**config.mk**
```make
export PLATFORM = sky130hd
export DESIGN_NAME = chunk_serial_adder_flat
export DESIGN_NICKNAME = d
export VERILOG_FILES = /design/src/rtl/chunk_adder_pkg.sv /design/src/rtl/chunk_serial_adder_if.sv /design/src/rtl/adder_slice.sv /design/src/rtl/chunk_serial_adder.sv /design/src/flat_wrapper.sv
export SDC_FILE = /design/constraint.sdc
export NUM_CORES = 1
export LEC_CHECK = 0
export BUFFER_PORTS_ARGS = -buffer_cell sky130_fd_sc_hd__buf_2
export CAP_MARGIN = 10
export CORE_UTILIZATION = 30
export DETAILED_ROUTE_END_ITERATION = 8
export PLACE_DENSITY = 0.51
export SYNTH_ARGS = -nofsm -noshare
export SYNTH_HDL_FRONTEND = slang
export SYNTH_SLANG_ARGS = --single-unit
```
**constraint.sdc**
```tcl
create_clock -name clk -period 2.8 [get_ports clk]
set_input_delay 0.56 -clock clk [delete_from_list [all_inputs] [get_ports clk]]
set_output_delay 0.56 -clock clk [all_outputs]
set_load 0.1 [all_outputs]
```
**src/rtl/chunk_adder_pkg.sv**
```systemverilog
// Shared constants and types for the chunk-serial adder.
package chunk_adder_pkg;

  localparam int unsigned DEF_WIDTH      = 4;
  localparam int unsigned DEF_NUM_CHUNKS = 4;
  localparam int unsigned DEF_IDX_W      = $clog2(DEF_NUM_CHUNKS);

  typedef enum logic {
    IDLE  = 1'b0,
    ACCUM = 1'b1
  } state_e;

endpackage

```
**src/rtl/chunk_serial_adder_if.sv**
```systemverilog
// Operand-in / sum-out valid-ready streams of the chunk-serial adder.
interface chunk_serial_adder_if #(
  parameter int unsigned WIDTH = chunk_adder_pkg::DEF_WIDTH
);
  logic             in_valid;
  logic             in_ready;
  logic [WIDTH-1:0] in_a;
  logic [WIDTH-1:0] in_b;
  logic             in_cin;
  logic             out_valid;
  logic             out_ready;
  logic [WIDTH-1:0] out_sum;
  logic             out_last;
  logic             out_cout;

  // Adder side
  modport slave (
    input  in_valid, in_a, in_b, in_cin, out_ready,
    output in_ready, out_valid, out_sum, out_last, out_cout
  );

  // Source/consumer side
  modport master (
    output in_valid, in_a, in_b, in_cin, out_ready,
    input  in_ready, out_valid, out_sum, out_last, out_cout
  );
endinterface

```
**src/rtl/adder_slice.sv**
```systemverilog
// Combinational WIDTH-bit adder slice; port order matches the ripple full-adder chain.
module adder_slice #(
  parameter int unsigned WIDTH = chunk_adder_pkg::DEF_WIDTH
) (
  input  logic [WIDTH-1:0] a,
  input  logic [WIDTH-1:0] b,
  input  logic             cin,
  output logic [WIDTH-1:0] sum,
  output logic             cout
);
  localparam int unsigned SW = WIDTH + 1;

  assign {cout, sum} = SW'(a) + SW'(b) + SW'(cin);
endmodule

```
**src/rtl/chunk_serial_adder.sv**
```systemverilog
// Wide adder built from one WIDTH-bit slice, one chunk per beat, LSB chunk first,
// with a registered carry chain and a single registered output stage.
module chunk_serial_adder
  import chunk_adder_pkg::*;
#(
  parameter int unsigned WIDTH      = DEF_WIDTH,
  parameter int unsigned NUM_CHUNKS = DEF_NUM_CHUNKS
) (
  input  logic                 clk,
  input  logic                 rst_n,
  chunk_serial_adder_if.slave  bus
);
  localparam int unsigned IDX_W = (NUM_CHUNKS > 1) ? $clog2(NUM_CHUNKS) : 1;
  localparam logic [IDX_W-1:0] LAST_IDX = IDX_W'(NUM_CHUNKS - 1);

  state_e           state_q, state_d;
  logic [IDX_W-1:0] idx_q, idx_d;
  logic             carry_q, carry_d;
  logic             valid_q, valid_d;
  logic [WIDTH-1:0] sum_q, sum_d;
  logic             last_q, last_d;
  logic             cout_q, cout_d;

  logic             accept;
  logic             cin_sel;
  logic             is_last;
  logic [WIDTH-1:0] slice_sum;
  logic             slice_cout;

  // No skid buffer: accept only when the output register is free or draining.
  assign bus.in_ready = !valid_q | bus.out_ready;
  assign accept       = bus.in_valid & bus.in_ready;
  // Chunk 0 always takes the word carry-in, so carry_q never crosses words.
  assign cin_sel      = (state_q == IDLE) ? bus.in_cin : carry_q;
  assign is_last      = (idx_q == LAST_IDX);

  adder_slice #(.WIDTH(WIDTH)) u_slice (
    .a    (bus.in_a),
    .b    (bus.in_b),
    .cin  (cin_sel),
    .sum  (slice_sum),
    .cout (slice_cout)
  );

  // Next-state, counter, carry and output-register update
  always_comb begin
    state_d = state_q;
    idx_d   = idx_q;
    carry_d = carry_q;
    valid_d = valid_q;
    sum_d   = sum_q;
    last_d  = last_q;
    cout_d  = cout_q;

    if (accept) begin
      carry_d = slice_cout;
      sum_d   = slice_sum;
      last_d  = is_last;
      cout_d  = is_last & slice_cout;
      valid_d = 1'b1;
      if (is_last) begin
        state_d = IDLE;
        idx_d   = '0;
      end else begin
        state_d = ACCUM;
        idx_d   = idx_q + IDX_W'(1);
      end
    end else if (bus.out_ready && valid_q) begin
      valid_d = 1'b0;
    end
  end

  always_ff @(posedge clk or negedge rst_n) begin
    if (!rst_n) begin
      state_q <= IDLE;
      idx_q   <= '0;
      carry_q <= 1'b0;
      valid_q <= 1'b0;
      sum_q   <= '0;
      last_q  <= 1'b0;
      cout_q  <= 1'b0;
    end else begin
      state_q <= state_d;
      idx_q   <= idx_d;
      carry_q <= carry_d;
      valid_q <= valid_d;
      sum_q   <= sum_d;
      last_q  <= last_d;
      cout_q  <= cout_d;
    end
  end

  assign bus.out_valid = valid_q;
  assign bus.out_sum   = sum_q;
  assign bus.out_last  = last_q;
  assign bus.out_cout  = cout_q;
endmodule
```
**src/flat_wrapper.sv**
```systemverilog
// flat-port wrapper written by rule: the top's interface ports become plain ports
module chunk_serial_adder_flat import chunk_adder_pkg::*;
#(
  parameter int unsigned WIDTH      = DEF_WIDTH,
  parameter int unsigned NUM_CHUNKS = DEF_NUM_CHUNKS
)
  (clk, rst_n, bus_in_valid, bus_in_a, bus_in_b, bus_in_cin, bus_out_ready, bus_in_ready, bus_out_valid, bus_out_sum, bus_out_last, bus_out_cout);
  chunk_serial_adder_if #(.WIDTH(WIDTH)) bus_i ();
  input  logic clk;
  input  logic rst_n;
  input wire logic [$bits(bus_i.in_valid)-1:0] bus_in_valid;
  input wire logic [$bits(bus_i.in_a)-1:0] bus_in_a;
  input wire logic [$bits(bus_i.in_b)-1:0] bus_in_b;
  input wire logic [$bits(bus_i.in_cin)-1:0] bus_in_cin;
  input wire logic [$bits(bus_i.out_ready)-1:0] bus_out_ready;
  output wire logic [$bits(bus_i.in_ready)-1:0] bus_in_ready;
  output wire logic [$bits(bus_i.out_valid)-1:0] bus_out_valid;
  output wire logic [$bits(bus_i.out_sum)-1:0] bus_out_sum;
  output wire logic [$bits(bus_i.out_last)-1:0] bus_out_last;
  output wire logic [$bits(bus_i.out_cout)-1:0] bus_out_cout;
  assign bus_i.in_valid = bus_in_valid;
  assign bus_i.in_a = bus_in_a;
  assign bus_i.in_b = bus_in_b;
  assign bus_i.in_cin = bus_in_cin;
  assign bus_i.out_ready = bus_out_ready;
  assign bus_in_ready = bus_i.in_ready;
  assign bus_out_valid = bus_i.out_valid;
  assign bus_out_sum = bus_i.out_sum;
  assign bus_out_last = bus_i.out_last;
  assign bus_out_cout = bus_i.out_cout;
  chunk_serial_adder #(.WIDTH(WIDTH), .NUM_CHUNKS(NUM_CHUNKS)) u_core (.clk(clk), .rst_n(rst_n), .bus(bus_i));
endmodule
```
==> After elaboration in Yosys (flattened, before gate mapping) <==
Index checks and enable logic that the tools add are counted.
{ "word_totals": {"reg_bits": 11, "output_inout_bits": 8, "elab_cells": 22} }
{ "op_classes": {"n_addsub": 3, "n_eq_ne": 1, "mux": 5, "bitwise_logic": 3, "reduce_logical": 3} }
{ "op_table": {"columns": ["cell", "count"], "rows": [
  ["4-bit by 4-bit adder with 5-bit output", 1],
  ["5-bit by 1-bit adder with 5-bit output", 1],
  ["1-bit 2-to-1 mux", 4],
  ["2-bit by 1-bit adder with 2-bit output (second input constant)", 1],
  ["1-bit AND", 2],
  ["2-bit equality test (second input constant)", 1],
  ["2-bit 2-to-1 mux", 1],
  ["2-bit nonzero test", 1],
  ["1-bit logical AND", 1],
  ["1-bit logical NOT", 1],
  ["1-bit bitwise OR", 1]
]} }

==> Longest topological paths before layout <==
Gate-level depths: netlist of the first run.
{ "logic_depth": {"word_depth": 4, "mapped_depth": 7, "mapped_depth_nobuf": 7} }

==> By module <==
A second synthesis of the first run with hierarchy kept.
{ "hier_totals": {"cells_unflattened": 47, "hier_area_um2": 650.6} }
{ "by_module_without_submodules": {"columns": ["mod", "instances", "cells_per_inst", "area_each_um2"], "rows": [
  ["chunk_serial_adder", 1, 31, 506.7],
  ["adder_slice", 1, 16, 143.9]
]} }

==> Worst setup path after synthesis of the first run <==
No wires, ideal clock.
{ "synth_timing": {"path_kind": "register -> register", "startpoint": "register u_core.valid_q, in the netlist u_core.bus.out_valid", "endpoint": "register u_core.idx_q[1]", "setup_time_ns": 0.125, "t_arrival_ns": 1.840, "required_ns": 2.675, "path_slack_ns": 0.835, "stages_incl_launch_ff": 4, "path_buffers": 0, "synth_period_minus_slack_ns": 1.965, "path_cell_list": "dfrtp_1 -> nand2b_4 -> nand2_4 -> mux2_4"} }
{ "synth_between": {"elab_chain_len": 3} }
{ "synth_rtl": {"columns": ["element", "line_no", "rtl"], "rows": [
  ["from (decl)", "chunk_serial_adder.sv:19", "logic valid_q, valid_d;"],
  ["from (signal assigned)", "chunk_serial_adder.sv:86", "valid_q <= valid_d;"],
  ["1-bit logical NOT", "chunk_serial_adder.sv:31", "assign bus.in_ready = !valid_q | bus.out_ready;"],
  ["1-bit bitwise OR", "chunk_serial_adder.sv:31", null],
  ["net bus_in_ready", "flat_wrapper.sv:16", "output wire logic [$bits(bus_i.in_ready)-1:0] bus_in_ready;"],
  ["1-bit AND", "chunk_serial_adder.sv:32", "assign accept = bus.in_valid & bus.in_ready;"],
  ["to (signal assigned)", "chunk_serial_adder.sv:84", "idx_q <= idx_d;"],
  ["to (decl)", "chunk_serial_adder.sv:17", "logic [IDX_W-1:0] idx_q, idx_d;"]
]} }
The timed path passes the listed nets, and every way through them passes these cells.
A chain may end at the register's enable or synchronous reset.

==> Worst setup path after layout of the first run <==
{ "layout_timing": {"startpoint": "register u_core.state_q", "endpoint": "register u_core.carry_q"} }
{ "layout_between": {"elab_chain_len": 2} }
{ "layout_rtl": {"columns": ["element", "line_no", "rtl"], "rows": [
  ["from (decl)", "chunk_serial_adder.sv:16", "state_e state_q, state_d;"],
  ["from (signal assigned)", "chunk_serial_adder.sv:83", "state_q <= state_d;"],
  ["1-bit 2-to-1 mux", "chunk_serial_adder.sv:34", "assign cin_sel = (state_q == IDLE) ? bus.in_cin : carry_q;"],
  ["5-bit by 1-bit adder with 5-bit output", "adder_slice.sv:13", "assign {cout, sum} = SW'(a) + SW'(b) + SW'(cin);"],
  ["to (signal assigned)", "chunk_serial_adder.sv:85", "carry_q <= carry_d;"],
  ["to (decl)", "chunk_serial_adder.sv:18", "logic carry_q, carry_d;"]
]} }
Every way passes these cells.

==> results.sh, run 1 <==
export IMPL_core_area_um2=1802
export IMPL_cts_sinks=11
export IMPL_tightest_slew_ns=0.4881
export IMPL_gp_congestion=0.7527
export IMPL_arrival_ns=2.01
export IMPL_clockBufferDepth=2
export IMPL_cts_tree="built"
export IMPL_outcome="completed"
export IMPL_wl_um=978
export IMPL_final_cell_mix="buf_2, dfrtp_1, nand2_1"
export IMPL_layout_nets=97
export IMPL_syn_nets=73
export IMPL_grt_pass1_wl_um=1690
export IMPL_irDropWorstVdd_uv=418.1
export IMPL_rsz0062_at_grt="false"
export IMPL_grt_util_all_layers_pct=11.87
export IMPL_clk_pin_slew_worst_paths_ns=0.06
export IMPL_p_leak_uw=0.0004090
export IMPL_die_area_um2=2167
export IMPL_fin_cells=102
export IMPL_fin_total_pwr_uw=677.1
export IMPL_synth_seq_cells=11
export IMPL_viasPerCell=4.333
export IMPL_overflow=0
export IMPL_antenna_found_initial=0
export IMPL_maxCapViolCount=0
export IMPL_synth_area_per_cell_um2=11.03
export IMPL_slew_limit_headroom_pct=67.68
export IMPL_crit_path_start_kind="flip-flop"
export IMPL_post_cts_resized=0
export IMPL_grt_pass1_vias=415
export IMPL_cts_hold_buf=0
export IMPL_fin_skew_ns=0.0002150
export IMPL_tns_ns=0
export IMPL_cts_root_buf="clkbuf_4"
export IMPL_syn_cell_area_um2=595.6
export IMPL_insertion_delay_ns=0.26
export IMPL_initialDrtViolationCount=3
export IMPL_syn_inst=54
export IMPL_cp_end_kind="flip-flop"
export IMPL_ys_types=23
export IMPL_die_w_um=46.56
export IMPL_fin_crit_ns=1.828
export IMPL_yosys_warnings=0
export IMPL_grt_max_degree=17
export IMPL_slew_viol_final=0
export IMPL_numCtsBuffers=3
export IMPL_post_drt_wl_per_cell_um=9.588
export IMPL_routed_via_count=442
export IMPL_final_common_cell="buf_2"
export IMPL_drc=0
export IMPL_row_count=15
export IMPL_crit_type="reg -> reg"
export IMPL_fp_dieH_um=46.56
export IMPL_area_growth_pct=24.58
export IMPL_finalHoldViolCount=0
export IMPL_drive_gt1_share_pct=38.96
export IMPL_initial_core_util_pct=33.06
export IMPL_portBuffers=20
export IMPL_cp_max_fo=2
export IMPL_htree_levels=1
export IMPL_hpwl_um=776.8
export IMPL_worst_ep_required_time_ns=2.98
export IMPL_antenna_cells=0
export IMPL_place_inst=98
export IMPL_finalCritPeriodShare_pct=65.27
export IMPL_setup_violations=0
export IMPL_hp_class="in -> async"
export IMPL_synth_seq_area_share_pct=46.22
export IMPL_ant_nets=0
export IMPL_max_clock_freq_mhz=547.2
export IMPL_dr_pass1_iters=4
export IMPL_pin_count=21
export IMPL_powerDensity_nw_per_um2=912.6
export IMPL_post_cts_buffers=0
==> sequential cells by signal (all words and copies together), names as in the netlist <==
register and cells:
u_core.idx_q 2, u_core.bus.out_last 1, u_core.carry_q 1, u_core.bus.out_valid 1, u_core.state_q 1, u_core.bus.out_sum 4, u_core.bus.out_cout 1
==> cell type report <==
cell class,count,area [um2]
fill,188,1060
multi-input combinational,36,286.5
sequential,11,275.3
timing repair buffer,20,100.1
tap,25,31.28
clock buffer,4,26.28
inverter,6,22.52
==> where the power goes <==
group / internal [uW] / total (uW) / leakage [uW] / switching [uW]
clock: 55.0 / 102 / 0.0000150 / 47.4
combinational: 84.0 / 344 / 0.000261 / 260
sequential: 205 / 231 / 0.000133 / 26.1
==> cell families (layout without fill, tap and decap cells) <==
kind of cell / after synthesis / in the layout / synth area share, %
muxes: 2 / 2 / 4.201
buffers and inverters: 7 / 30 / 5.672
and+or+nand+nor: 14 / 14 / 13.02
adders and majority gates: 6 / 6 / 15.13
DFF: 11 / 11 / 46.22
xor gates and xnor gates: 2 / 2 / 2.942
AOI/OAI and AO/OA: 12 / 12 / 12.82
==> routing by layer <==
layer	part of all wire (%)	routed length, um	vias to the layer above	GRT usage [%]
met3	5.5	54	2	5.882
met5	0	0	-	0
met4	1.3	13	0	5.294
met2	49	479	12	18.61
met1	44	430	202	13.41
li1	-	-	226	-
==> final timing paths <==
check / from / to / slack, ns / cells past startpoint
min: rst_n / u_core.bus.out_sum[3] / 0.16 / 1
max in group asynchronous: rst_n / u_core.state_q / 2.44 / 1
max: u_core.state_q / u_core.carry_q / 0.97 / 7
min in group clk: u_core.bus.out_last / u_core.bus.out_last / 0.47 / 2
min reg2reg: u_core.bus.out_last / u_core.bus.out_last / 0.47 / 2
max reg2reg: u_core.state_q / u_core.carry_q / 0.97 / 7
==> metrics by stage <==
| step | hold WS [ns] | util, % | setup slack (ns) | cell area, um2 |
|---|---|---|---|---|
| 2_1_floorplan | 0.2644 | - | 0.8352 | 595.6 |
| 3_3_place_gp | 0.4463 | 39.72 | 0.7770 | 715.7 |
| 3_5_place_dp | 0.4450 | 39.72 | 0.7666 | 715.7 |
| 4_1_cts | 0.1570 | 41.18 | 0.9540 | 742.0 |
| 5_1_grt | 0.1666 | 41.18 | 0.8583 | 742.0 |
| 6_report | 0.1558 | 41.18 | 0.9724 | 742.0 |
==> critical path, cell delays in order, from the launching register on <==
cell     delay (ns)
dfrtp_1        0.40
mux2i_1        0.14
fa_1           0.42
fa_1           0.41
inv_1          0.07
a21o_2         0.11
a21oi_1        0.07
o21ai_0        0.13
==> synthesized netlist by cell type, drive strengths merged <==
library cell / n / share of area (%)
dfrtp: 11 / 46
nand2: 10 / 8.0
o21ai: 7 / 7.1
inv: 6 / 3.8
ha: 4 / 8.4
a21o: 2 / 2.7
a21oi: 2 / 1.7
fa: 2 / 6.7
nand2b: 2 / 3.4
a21boi: 1 / 1.3
buf: 1 / 1.9
mux2: 1 / 2.5
mux2i: 1 / 1.7
nand3: 1 / 0.84
nor3: 1 / 0.84
xnor2: 1 / 1.5
xor2: 1 / 1.5
(Power assumes the default switching activity.)
==> run 2: changes to the inputs <==
PLACE_DENSITY = 0.53   (was 0.51)
clock period = 1.5 ns   (was 2.8 ns; I/O delays follow)
==> run 2 against run 1 <==
Effect of this change:
- the run now ends with setup timing left
- via count increased by 0.90%
- cell count increased by 2.9%
- die area unchanged
- clock power increased by 100%
- critical endpoint is now u_core.bus.out_cout
- largest power group unchanged
==> results.sh, run 2 (same netlist as run 1, synthesis figures left out) <==
export IMPL_dr_pass1_iters=2
export IMPL_failed_checks="setup timing"
export IMPL_maxCapViolCount=0
export IMPL_finalHoldViolCount=0
export IMPL_crit_path_start_kind="flip-flop"
export IMPL_final_util_pct=44.10
export IMPL_core_area_um2=1802
export IMPL_setup_violations=5
export IMPL_crit_type="reg -> reg"
export IMPL_cp_max_fo=2
export IMPL_overflow=0
export IMPL_arrival_ns=1.86
export IMPL_antenna_found_initial=0
export IMPL_slowest_stage="dfrtp_1"
export IMPL_viasPerCell=4.248
export IMPL_gp_congestion=0.6484
export IMPL_cts_sinks=11
export IMPL_die_w_um=46.56
export IMPL_route_met2_wl_um=493
export IMPL_slew_viol_final=0
export IMPL_insertion_delay_ns=0.27
export IMPL_clockBufferDepth=2
export IMPL_initialDrtViolationCount=2
export IMPL_r2r_cells=7
export IMPL_drive_gt1_share_pct=46.25
export IMPL_layout_nets=100
export IMPL_ant_nets=0
export IMPL_slew_limit_headroom_pct=67.92
export IMPL_met1_length_um=500
export IMPL_grt_pass1_vias=404
export IMPL_final_cell_mix="buf_2, dfrtp_1, nand2_1"
export IMPL_outcome="finished, violations left"
export IMPL_worst_ep_required_time_ns=1.70
export IMPL_cts_tree="built"
export IMPL_dp_slack_ns=-0.1756
export IMPL_cpLargestDelayFamily="adder cells"
export IMPL_wl_um=1047
export IMPL_rsz0062_at_grt="true"
export IMPL_area_growth_pct=33.40
export IMPL_initial_core_util_pct=33.06
export IMPL_fin_cells=105
export IMPL_cp_end_kind="flip-flop"
export IMPL_top_layer="met4"
export IMPL_pin_count=21
export IMPL_hpwl_um=825
export IMPL_cp_slowest_stage_delay_ns=0.39
export IMPL_routed_via_count=446
export IMPL_holdPathStages=2
export IMPL_htree_levels=1
export IMPL_irDropWorstVdd_uv=603.6
export IMPL_final_common_cell="buf_2"
export IMPL_finalCritPeriodShare_pct=111.0
export IMPL_fp_dieH_um=46.56
export IMPL_largest_reg_flops=4
export IMPL_powerDensity_nw_per_um2=1650
export IMPL_clk_pin_slew_worst_paths_ns=0.07
export IMPL_worstSetupPathDepth=7
export IMPL_grt_max_degree=17
export IMPL_drc=0
export IMPL_row_count=15
export IMPL_portBuffers=20
export IMPL_numCtsBuffers=3
export IMPL_grt_util_all_layers_pct=12.39
export IMPL_p_leak_uw=0.0004264
export IMPL_cp_cell_sequence="mux2i_1, fa_2, fa_2, inv_2, a21o_2, a21oi_2, o21ai_1"
export IMPL_fin_skew_ns=0.001685
export IMPL_die_area_um2=2167
export IMPL_fin_crit_ns=1.666
export IMPL_antenna_cells=0
export IMPL_dr_wl_met3_um=33
export IMPL_place_inst=99
export IMPL_path_common_cell="fa_2"
export IMPL_max_clock_freq_mhz=600.4
export IMPL_hp_class="in -> reg"
export IMPL_finalWorstSetupSlack_ns=-0.1655
export IMPL_grt_pass1_wl_um=1745
export IMPL_path_buf_inv=1
export IMPL_tightest_slew_ns=0.4846
export IMPL_cts_root_buf="clkbuf_4"
export IMPL_post_drt_wl_per_cell_um=9.971
[run 2: cell count changes in the layout (fill, tap and decap cells not counted), sizes merged]
cell         change
buf              +2
dlygate4sd3      +1
[run 2: final timing paths]
path                       slack [ns]           startpoint                   end
max in group asynchronous        0.83                rst_n  u_core.bus.out_valid
min in group asynchronous        0.44                rst_n       u_core.idx_q[0]
hold / removal                   0.28         bus_in_valid  u_core.bus.out_valid
setup / recovery                -0.17       u_core.state_q   u_core.bus.out_cout
setup reg to reg                -0.17       u_core.state_q   u_core.bus.out_cout
hold reg to reg                  0.47  u_core.bus.out_last   u_core.bus.out_last
[run 2: where the power goes]
group	switching, uW	internal (uW)	total (uW)
Clock	103	103	206
Combinational	494	181	675
Sequential	46.3	383	429
[run 2: cell type report]
class | count | area [um2]
well taps | 25 | 31.28
inverters | 6 | 22.52
multi-input cells | 36 | 295.3
clock buffers | 4 | 26.28
flip-flops and latches | 11 | 279.0
fillers | 195 | 1007
repair buffers | 23 | 140.1
[run 2: metal layers]
| metal | global-route usage (%) | up-vias |
|---|---|---|
| met1 | 15.42 | 201 |
| met4 | 8.824 | 0 |
| met5 | 0 | - |
| met3 | 4.706 | 2 |
| met2 | 17.22 | 12 |
| li1 | - | 231 |
[run 2: per-stage QoR]
step	hold WS (ns)	cell area (um2)	total power, uW	TNS, ns
6_report	0.2782	794.5	1311	-0.5408
5_1_grt	0.2810	794.5	1397	-0.8199
4_1_cts	0.2736	787.0	1315	-0.5503
3_5_place_dp	0.1913	750.7	1104	-0.5227
3_3_place_gp	0.1860	750.7	1096	-0.4075
2_1_floorplan	0.004409	608.1	979.6	-0.3189
[run 2: what timing repair did]
item / 4_1_cts / 5_1_grt
hold endpoints to repair: 11 / 0
pin swaps: 0 / 3
resized for setup: 1 / 1
gates cloned: 0 / 0
setup buffers: 0 / 1
hold buffers: 1 / 0
endpoints found under the setup margin: 4 / 5
